**config.mk**
```make
export PLATFORM = sky130hd
export DESIGN_NAME = rwt_axil2up
export DESIGN_NICKNAME = d
export VERILOG_FILES = /design/src/rtl/rwt_axil2up_pkg.sv /design/src/rtl/rwt_axil2up_chan.sv /design/src/rtl/rwt_axil2up.sv
export SDC_FILE = /design/constraint.sdc
export NUM_CORES = 1
export LEC_CHECK = 0
export ABC_CLOCK_PERIOD_IN_PS = 4680
export CORE_UTILIZATION = 40
export DETAILED_ROUTE_END_ITERATION = 8
export GPL_TIMING_DRIVEN = 0
export PLACE_DENSITY = 0.69
export SKIP_LAST_GASP = 1
export SYNTH_ARGS = -nofsm -noshare
export SYNTH_HDL_FRONTEND = slang
export SYNTH_HIERARCHICAL = 1
export SYNTH_SLANG_ARGS = --single-unit
```
**constraint.sdc**
```tcl
create_clock -name up_clk -period 4.68 [get_ports up_clk]
set_input_delay 0.936 -clock up_clk [delete_from_list [all_inputs] [get_ports up_clk]]
set_output_delay 0.936 -clock up_clk [all_outputs]
set_load 0.05 [all_outputs]
```
**src/rtl/rwt_axil2up_pkg.sv**
```systemverilog
// rtl/rwt_axil2up_pkg.sv - shared types and constants for the AXI4-Lite to uP bridge
//
// Purpose: channel FSM state encoding, AXI response codes and the data word
//          returned on a read that timed out.
// Ports:   none (package).

package rwt_axil2up_pkg;

  typedef enum logic [1:0] {
    ST_IDLE = 2'd0,
    ST_REQ  = 2'd1,
    ST_WAIT = 2'd2,
    ST_RESP = 2'd3
  } state_t;

  localparam logic [1:0]  RESP_OKAY    = 2'b00;
  localparam logic [1:0]  RESP_SLVERR  = 2'b10;
  localparam logic [31:0] TIMEOUT_DATA = 32'hDEAD_DEAD;

endpackage

```
**src/rtl/rwt_axil2up_chan.sv**
```systemverilog
// rtl/rwt_axil2up_chan.sv - one request/ack channel: IDLE -> REQ -> WAIT -> RESP
//
// Purpose: issues a one-cycle request, waits for an ack or a timeout, then
//          presents an AXI-style response until the master accepts it.
//          Instantiated once for writes and once for reads.
// Ports:
//   clk, rst         clock, asynchronous active-high reset
//   start            accept a new transaction (only honoured in IDLE)
//   addr_in, data_in word address and request data sampled on start
//   ack, ack_data    slave acknowledge and its data (read channel only)
//   resp_ready       AXI B/R ready
//   req              one-cycle request pulse
//   addr             request word address, held until the next start
//   data             write channel: request data; read channel: response data
//   resp_valid, resp AXI B/R valid and response code
//   idle             channel is in IDLE

module rwt_axil2up_chan
  import rwt_axil2up_pkg::*;
#(
  parameter int ADDRESS_WIDTH    = 14,
  parameter int TIMEOUT_CYCLES   = 255,
  parameter bit CAPTURE_ACK_DATA = 1'b0
) (
  input  logic                     clk,
  input  logic                     rst,
  input  logic                     start,
  input  logic [ADDRESS_WIDTH-1:0] addr_in,
  input  logic [31:0]              data_in,
  input  logic                     ack,
  input  logic [31:0]              ack_data,
  input  logic                     resp_ready,
  output logic                     req,
  output logic [ADDRESS_WIDTH-1:0] addr,
  output logic [31:0]              data,
  output logic                     resp_valid,
  output logic [1:0]               resp,
  output logic                     idle
);

  // Counter wide enough to hold TIMEOUT_CYCLES-1; at least one bit.
  localparam int CW   = (TIMEOUT_CYCLES < 2) ? 1 : $clog2(TIMEOUT_CYCLES + 1);
  localparam int TLIM = (TIMEOUT_CYCLES > 0) ? TIMEOUT_CYCLES - 1 : 0;
  localparam logic [CW-1:0] TLIM_C = CW'(TLIM);

  state_t                    state_q, state_d;
  logic                      req_q, req_d;
  logic [ADDRESS_WIDTH-1:0]  addr_q, addr_d;
  logic [31:0]               data_q, data_d;
  logic                      valid_q, valid_d;
  logic [1:0]                resp_q, resp_d;
  logic [CW-1:0]             cnt_q, cnt_d;

  always_comb begin
    state_d = state_q;
    req_d   = 1'b0;
    addr_d  = addr_q;
    data_d  = data_q;
    valid_d = valid_q;
    resp_d  = resp_q;
    cnt_d   = cnt_q;
    case (state_q)
      ST_IDLE: begin
        if (start) begin
          state_d = ST_REQ;
          req_d   = 1'b1;
          addr_d  = addr_in;
          if (!CAPTURE_ACK_DATA) data_d = data_in;
        end
      end
      ST_REQ: begin
        // An ack in the request cycle itself is not a valid response.
        state_d = ST_WAIT;
        cnt_d   = '0;
      end
      ST_WAIT: begin
        if (ack) begin
          state_d = ST_RESP;
          valid_d = 1'b1;
          resp_d  = RESP_OKAY;
          if (CAPTURE_ACK_DATA) data_d = ack_data;
        end else if ((TIMEOUT_CYCLES != 0) && (cnt_q == TLIM_C)) begin
          state_d = ST_RESP;
          valid_d = 1'b1;
          resp_d  = RESP_SLVERR;
          if (CAPTURE_ACK_DATA) data_d = TIMEOUT_DATA;
        end else begin
          cnt_d = cnt_q + CW'(1);
        end
      end
      ST_RESP: begin
        if (resp_ready) begin
          state_d = ST_IDLE;
          valid_d = 1'b0;
        end
      end
      default: state_d = ST_IDLE;
    endcase
  end

  always_ff @(posedge clk or posedge rst) begin
    if (rst) begin
      state_q <= ST_IDLE;
      req_q   <= 1'b0;
      addr_q  <= '0;
      data_q  <= '0;
      valid_q <= 1'b0;
      resp_q  <= '0;
      cnt_q   <= '0;
    end else begin
      state_q <= state_d;
      req_q   <= req_d;
      addr_q  <= addr_d;
      data_q  <= data_d;
      valid_q <= valid_d;
      resp_q  <= resp_d;
      cnt_q   <= cnt_d;
    end
  end

  assign req        = req_q;
  assign addr       = addr_q;
  assign data       = data_q;
  assign resp_valid = valid_q;
  assign resp       = resp_q;
  assign idle       = (state_q == ST_IDLE);

endmodule

```
**src/rtl/rwt_axil2up.sv**
```systemverilog
// rtl/rwt_axil2up.sv - AXI4-Lite slave to simple req/ack microprocessor bus bridge
//
// Purpose: accepts AXI4-Lite reads and writes (full 32-bit words, no strobes)
//          and turns each into a one-cycle up_wreq/up_rreq, waiting for the
//          matching ack or a timeout. Write and read paths run independently.
// Ports:
//   up_clk, up_rst                          clock, asynchronous active-high reset
//   s_axi_aw*, s_axi_w*, s_axi_b*           AXI4-Lite write channels
//   s_axi_ar*, s_axi_r*                     AXI4-Lite read channels
//   up_wreq, up_waddr, up_wdata, up_wack    uP write request/ack
//   up_rreq, up_raddr, up_rdata, up_rack    uP read request/ack

module rwt_axil2up
  import rwt_axil2up_pkg::*;
#(
  parameter int ADDRESS_WIDTH  = 14,
  parameter int TIMEOUT_CYCLES = 255
) (
  input  logic                     up_clk,
  input  logic                     up_rst,
  input  logic                     s_axi_awvalid,
  output logic                     s_axi_awready,
  input  logic [ADDRESS_WIDTH+1:0] s_axi_awaddr,
  input  logic                     s_axi_wvalid,
  output logic                     s_axi_wready,
  input  logic [31:0]              s_axi_wdata,
  output logic                     s_axi_bvalid,
  input  logic                     s_axi_bready,
  output logic [1:0]               s_axi_bresp,
  input  logic                     s_axi_arvalid,
  output logic                     s_axi_arready,
  input  logic [ADDRESS_WIDTH+1:0] s_axi_araddr,
  output logic                     s_axi_rvalid,
  input  logic                     s_axi_rready,
  output logic [31:0]              s_axi_rdata,
  output logic [1:0]               s_axi_rresp,
  output logic                     up_wreq,
  output logic [ADDRESS_WIDTH-1:0] up_waddr,
  output logic [31:0]              up_wdata,
  input  logic                     up_wack,
  output logic                     up_rreq,
  output logic [ADDRESS_WIDTH-1:0] up_raddr,
  input  logic [31:0]              up_rdata,
  input  logic                     up_rack
);

  localparam int AW = ADDRESS_WIDTH;

  logic          w_idle, r_idle;
  logic          aw_fire, w_fire, ar_fire;
  logic          w_start, r_start;
  logic          aw_held_q, aw_held_d;
  logic          w_held_q, w_held_d;
  logic [AW-1:0] awaddr_q, awaddr_d;
  logic [31:0]   wdata_q, wdata_d;
  logic          awready_q, awready_d;
  logic          wready_q, wready_d;
  logic          arready_q, arready_d;

  // Byte-lane bits are meaningless for full-word access.
  logic unused_addr_bits;
  assign unused_addr_bits = ^{s_axi_awaddr[1:0], s_axi_araddr[1:0]};

  always_comb begin
    aw_fire = s_axi_awvalid & awready_q;
    w_fire  = s_axi_wvalid & wready_q;
    ar_fire = s_axi_arvalid & arready_q;

    aw_held_d = aw_held_q | aw_fire;
    w_held_d  = w_held_q | w_fire;
    awaddr_d  = aw_fire ? s_axi_awaddr[AW+1:2] : awaddr_q;
    wdata_d   = w_fire ? s_axi_wdata : wdata_q;

    // Start as soon as both beats are present, including the beat arriving
    // this cycle, so a same-cycle AW+W costs no extra latency.
    w_start = w_idle & aw_held_d & w_held_d;
    if (w_start) begin
      aw_held_d = 1'b0;
      w_held_d  = 1'b0;
    end

    r_start = r_idle & ar_fire;

    // Readies are registered: they drop on the edge that starts a transaction
    // and come back one cycle after the channel returns to IDLE.
    awready_d = w_idle & ~w_start & ~aw_held_d;
    wready_d  = w_idle & ~w_start & ~w_held_d;
    arready_d = r_idle & ~r_start;
  end

  always_ff @(posedge up_clk or posedge up_rst) begin
    if (up_rst) begin
      aw_held_q <= 1'b0;
      w_held_q  <= 1'b0;
      awaddr_q  <= '0;
      wdata_q   <= '0;
      awready_q <= 1'b0;
      wready_q  <= 1'b0;
      arready_q <= 1'b0;
    end else begin
      aw_held_q <= aw_held_d;
      w_held_q  <= w_held_d;
      awaddr_q  <= awaddr_d;
      wdata_q   <= wdata_d;
      awready_q <= awready_d;
      wready_q  <= wready_d;
      arready_q <= arready_d;
    end
  end

  assign s_axi_awready = awready_q;
  assign s_axi_wready  = wready_q;
  assign s_axi_arready = arready_q;

  rwt_axil2up_chan #(
    .ADDRESS_WIDTH   (AW),
    .TIMEOUT_CYCLES  (TIMEOUT_CYCLES),
    .CAPTURE_ACK_DATA(1'b0)
  ) u_wchan (
    .clk       (up_clk),
    .rst       (up_rst),
    .start     (w_start),
    .addr_in   (awaddr_d),
    .data_in   (wdata_d),
    .ack       (up_wack),
    .ack_data  (32'h0),
    .resp_ready(s_axi_bready),
    .req       (up_wreq),
    .addr      (up_waddr),
    .data      (up_wdata),
    .resp_valid(s_axi_bvalid),
    .resp      (s_axi_bresp),
    .idle      (w_idle)
  );

  rwt_axil2up_chan #(
    .ADDRESS_WIDTH   (AW),
    .TIMEOUT_CYCLES  (TIMEOUT_CYCLES),
    .CAPTURE_ACK_DATA(1'b1)
  ) u_rchan (
    .clk       (up_clk),
    .rst       (up_rst),
    .start     (r_start),
    .addr_in   (s_axi_araddr[AW+1:2]),
    .data_in   (32'h0),
    .ack       (up_rack),
    .ack_data  (up_rdata),
    .resp_ready(s_axi_rready),
    .req       (up_rreq),
    .addr      (up_raddr),
    .data      (s_axi_rdata),
    .resp_valid(s_axi_rvalid),
    .resp      (s_axi_rresp),
    .idle      (r_idle)
  );

endmodule

```
---- Yosys cells after proc, flatten, opt, wreduce, memory -nomap -nowiden ----
Cells that the tools add are included.
word-level totals
  register bits ........................... 171
  output and inout bits ................... 103
  word-level logic and storage cells ...... 113
cells by class
  add/sub/neg operators ................... 2
  equal/unequal tests ..................... 18
  multiplexer cells ....................... 38
  bitwise operators ....................... 16
  reductions and logical operators ........ 18
operators by type and width
  kind                                                  number
  2-to-1 mux 32 bit                                     3
  2-to-1 mux 8 bit                                      4
  case mux 8 bit (2 select lines)                       2
  2-to-1 mux 2 bit                                      12
  AND reduction 3 bit                                   6
  adder 8 x 1 -> 8 bit (second input constant)          2
  equality test 8 bit (second input constant)           2
  case mux 2 bit (4 select lines)                       2
  2-to-1 mux 14 bit                                     1
  2-to-1 mux 1 bit                                      12
  != test 2 bit (second input constant)                 6
  nonzero test 2 bit                                    6
  AND 1 bit                                             10
  equality test 2 bit (second input constant)           4
  AND reduction 2 bit                                   4
  != test 3 x 2 -> 1 bit (second input constant)        2
  equality test 2 x 1 -> 1 bit (second input constant)  2
  logical NOT 2 bit                                     2
  != test 2 x 1 -> 1 bit (second input constant)        2
  inverter 1 bit                                        4
  case mux 1 bit (2 select lines)                       2
  bitwise OR 1 bit                                      2

---- Depth between registers and ports, before layout ----
  depth in word-level cells ............... 7
  depth in mapped cells ................... 8

---- Hierarchy ----
The synthesis kept the hierarchy.
modules (own cells, without submodules)
  module                      instances  cells each  area an instance (µm²)
  rwt_axil2up_chan (u_rchan)  1          245         2,658.8
  rwt_axil2up_chan (u_wchan)  1          173         2,457.4
  rwt_axil2up                 1          115         2,067.0

---- Least setup slack after synthesis ----
OpenSTA, ideal clock, no wires.
  path type ............................... input -> register
  start point ............................. input s_axi_wvalid
  end point ............................... register u_wchan.addr_q[10], in the netlist u_wchan/addr[10]
  arrival ................................. 2.116 ns
  path slack .............................. 2.439 ns
  stages on the path ...................... 6
  path buffers ............................ 2
  path through ............................ a21o_2 nor3b_1 nand2_1 buf_2 buf_2 mux2_2
between the ends
  longest elaborated chain between the ends .. 4
ends and longest elaborated chain
  element                               RTL line                 text
  start: declaration                    rwt_axil2up.sv:24        input logic s_axi_wvalid,
  AND 1 bit                             rwt_axil2up.sv:66        w_fire = s_axi_wvalid & wready_q;
  bitwise OR 1 bit                      rwt_axil2up.sv:70        w_held_d = w_held_q | w_fire;
  AND 1 bit                             rwt_axil2up.sv:76        w_start = w_idle & aw_held_d & w_held_d;
  named net w_start                     rwt_axil2up.sv:51        logic w_start, r_start;
  AND reduction 2 bit (no source line)  -
  end signal: assignment                rwt_axil2up_chan.sv:113  addr_q <= addr_d;
  end: declaration                      rwt_axil2up_chan.sv:48   logic [ADDRESS_WIDTH-1:0] addr_q, addr_d;
The timed path passes the listed nets, and every way through them passes these cells.
A chain may end at the register's enable or synchronous reset.

---- Worst setup path after layout ----
  start point ............................. register wready_q, in the netlist s_axi_wready
  end point ............................... output s_axi_wready
RTL lines
  element                   RTL line            text
  start: declaration        rwt_axil2up.sv:57   logic wready_q, wready_d;
  start signal: assignment  rwt_axil2up.sv:106  wready_q <= wready_d;
  end: declaration          rwt_axil2up.sv:25   output logic s_axi_wready,
No word-level cell between the ends.

==> results.md <==
* Status: completed
* Slowest cell on crit path: clkdlybuf4s50_1
* Max-slew headroom at 0.5693
* Gpl congestion at between 0.7 and 0.8
* Clk slew on worst S/H paths at approximately 0.07 ns
* Setup Viol. Count Final at 0
* Row count at 48
* CP startpoint kind: flip-flop
* Tcrit/Tclk final at 0.5577
* DRT Pass-1 Iters at 6
* Fmax at approximately 380 MHz
* Crit path required time at 3.74 ns
* Switching power at 2.979 mW
* Core Footprint at ~17000 um2
* Post-Syn Nets at 651
* Final Hold Fails at 0
* Grt ovf at 0
* # clock sinks at approximately 170
* Setup Buffers After CTS at 0
* Reg2reg setup slack at approximately 2.4 ns
* Pin count of the biggest net entering global routing at 39
* Max Slew Vio Count at 0
* Clk_skew at about 0.01 ns
* Skew-Pair Late Insertion Delay at approximately 0.42 ns
* Power share of the sequential group at 0.322
* First-pass GRT wire length at between 20 and 30 mm
* Internal Power at 4.272 mW
* CP max FO at 3
* Drt drc at 0
* Die width at roughly 140 um
* Number of buffer and inverter stages on the critical path at 1
* Peak supply drop at ~0.35 mV
* Worst-margin pin slew at approximately 0.65 ns
* HPWL after detailed placement at 12.50 mm
* DRT antenna net count at 0
* Initial antenna violation count at 0
* RSZ-0062 raised after global routing: false
* Vias per inst at just under 5
* WL per Instance at between 15 and 20 um
* Port bufs at 200
* Die Ht at 136.0 um
* Initial Util at 0.4122
* CTS resizes at 0
* Die ar. at 18490 um2
* Root buf cell: clkbuf_16
* Pwr Density at slightly above 700 nW/um2
* Hold-fix buffers at CTS at 0
* Critical path cell sequence: clkdlybuf4s50_1
* Hold path start: wdata_q[1]$_DFF_PP0_
* Clock power share at 0.198
* Layout cells sized above 1 at 0.2347
* Avg Synthesized Cell Area at roughly 13 um2
* Mapped Area at 7179 um2
* Min Clock Period, post-route at approximately 2.6 ns
* Max incr delay on CP at ~0.84 ns
* WL final at between 15 and 20 mm
* ANT cells at 0
* Total Routing Usage GR at 0.1893
* Worst setup EP type: primary output
* Worst flop-to-flop path startpoint: u_wchan/state_q[1]$_DFFE_PP0P_
* Net Sw Frac at 0.4108
* HP Class: flip-flop to flip-flop
* Mapped Cells at approximately 530
* Fin util at 0.5819
* I/O Pins at around 210
* CP delay by family, top: buffers and inverters
* Iteration-0 DRC Markers at ~140
* TritonCTS clock tree: yes
* Arr. time, crit path at around 1.7 ns
* CTS Buf Count at 17
* Crit Path Class: flip-flop to primary output
* Max-cap viol count at 0
* Setup TNS at 0 ns
* Via count at slightly below 5000
* Worst Setup SP: s_axi_wready$_DFF_PP0_
* H-tree depth at 4
* CTS Buffer Depth at 2
* Logic pwr share at 0.480
* Synth Warn # at 6
* Leakage power figure at between 4 and 5 nW
* Final net count at roughly 870
* Vias in the first global route at between 5000 and 6000
* Area Overhead vs Synth at 41.16%
-- stage by stage --
stage / hold slack (ns) / power (mW) / instance area, um2 / worst slack [ns] / instances
global placement: 0.4745 / 5.734 / 9463 / 1.007 / 957
CTS: 0.4944 / 7.319 / 10130 / 2.028 / 992
detailed placement: 0.4756 / 5.853 / 9523 / 1.694 / 960
floorplan: 0.4655 / 4.721 / 7179 / 2.288 / 532
global route: 0.5009 / 7.623 / 10130 / 1.995 / 992
finish: 0.4930 / 7.250 / 10130 / 2.070 / 992
-- power by group through the flow --
stage	Sequential [mW]	Clock (mW)	Combinational, mW
final	2.34	1.43	3.48
after global routing	2.41	1.53	3.68
after CTS	2.34	1.47	3.50
after detailed placement	2.36	0	3.49
after global placement	2.33	0	3.40
after floorplan	3.50	0	1.23
-- final timing paths --
check,cells after the start,endpoint
setup / recovery,1,s_axi_wready
hold / removal,1,wdata_q[1]$_DFF_PP0_
setup reg to reg,8,u_wchan/data[8]$_DFFE_PP0P_
hold reg to reg,1,wdata_q[1]$_DFF_PP0_
max in group asynchronous,3,u_wchan/data[31]$_DFFE_PP0P_
min in group asynchronous,2,u_rchan/addr[0]$_DFFE_PP0P_
-- layer usage --
layer | wire length, um | share of wire | global-route usage
met1 | 7252 | 0.43 | 0.2399
met2 | 8574 | 0.51 | 0.3245
met3 | 655 | 0.039 | 0.03318
met4 | 238 | 0.014 | 0.06667
met5 | 0 | 0 | 0
-- state kept, by name, summed over array words and instances, names as in the netlist, 2 cells and up --
signal           flops
u_rchan/data        32
u_wchan/data        32
wdata_q             32
awaddr_q            14
u_rchan/addr        14
u_wchan/addr        14
u_rchan/cnt_q        8
u_wchan/cnt_q        8
u_rchan/state_q      2
u_wchan/state_q      2
-- placed cells by master (no fill, tap or decap), types with 3 or more instances in the layout --
| master | n |
|---|---|
| mux2_1 | 6 |
| clkbuf_16 | 17 |
| nand2_1 | 10 |
| inv_1 | 46 |
| and3_1 | 4 |
| o21ai_1 | 3 |
| clkbuf_8 | 3 |
| o21ai_0 | 4 |
| buf_6 | 5 |
| dfrtp_1 | 169 |
| buf_2 | 7 |
| ha_1 | 14 |
| buf_4 | 3 |
| buf_12 | 6 |
| a31oi_1 | 27 |
| o21ai_2 | 10 |
| nand2b_1 | 5 |
| a21oi_1 | 33 |
| mux2_4 | 31 |
| mux2i_1 | 3 |
| inv_2 | 3 |
| clkdlybuf4s50_1 | 200 |
| clkbuf_1 | 10 |
| nand3_1 | 26 |
| mux2_2 | 71 |
| nor2_1 | 4 |
| inv_6 | 5 |
-- cell type report --
type                    instances  area (um2)
clock inverters                13       158.9
repair buffers                203        2062
well taps                     225       281.5
inverters                      49       183.9
flip-flops and latches        169        4229
clock buffers                  19       452.9
multi-input cells             285        2541
plain buffers                  29       225.2
fillers                      1414        7282
No activity file was read; power rests on OpenSTA's default activity.
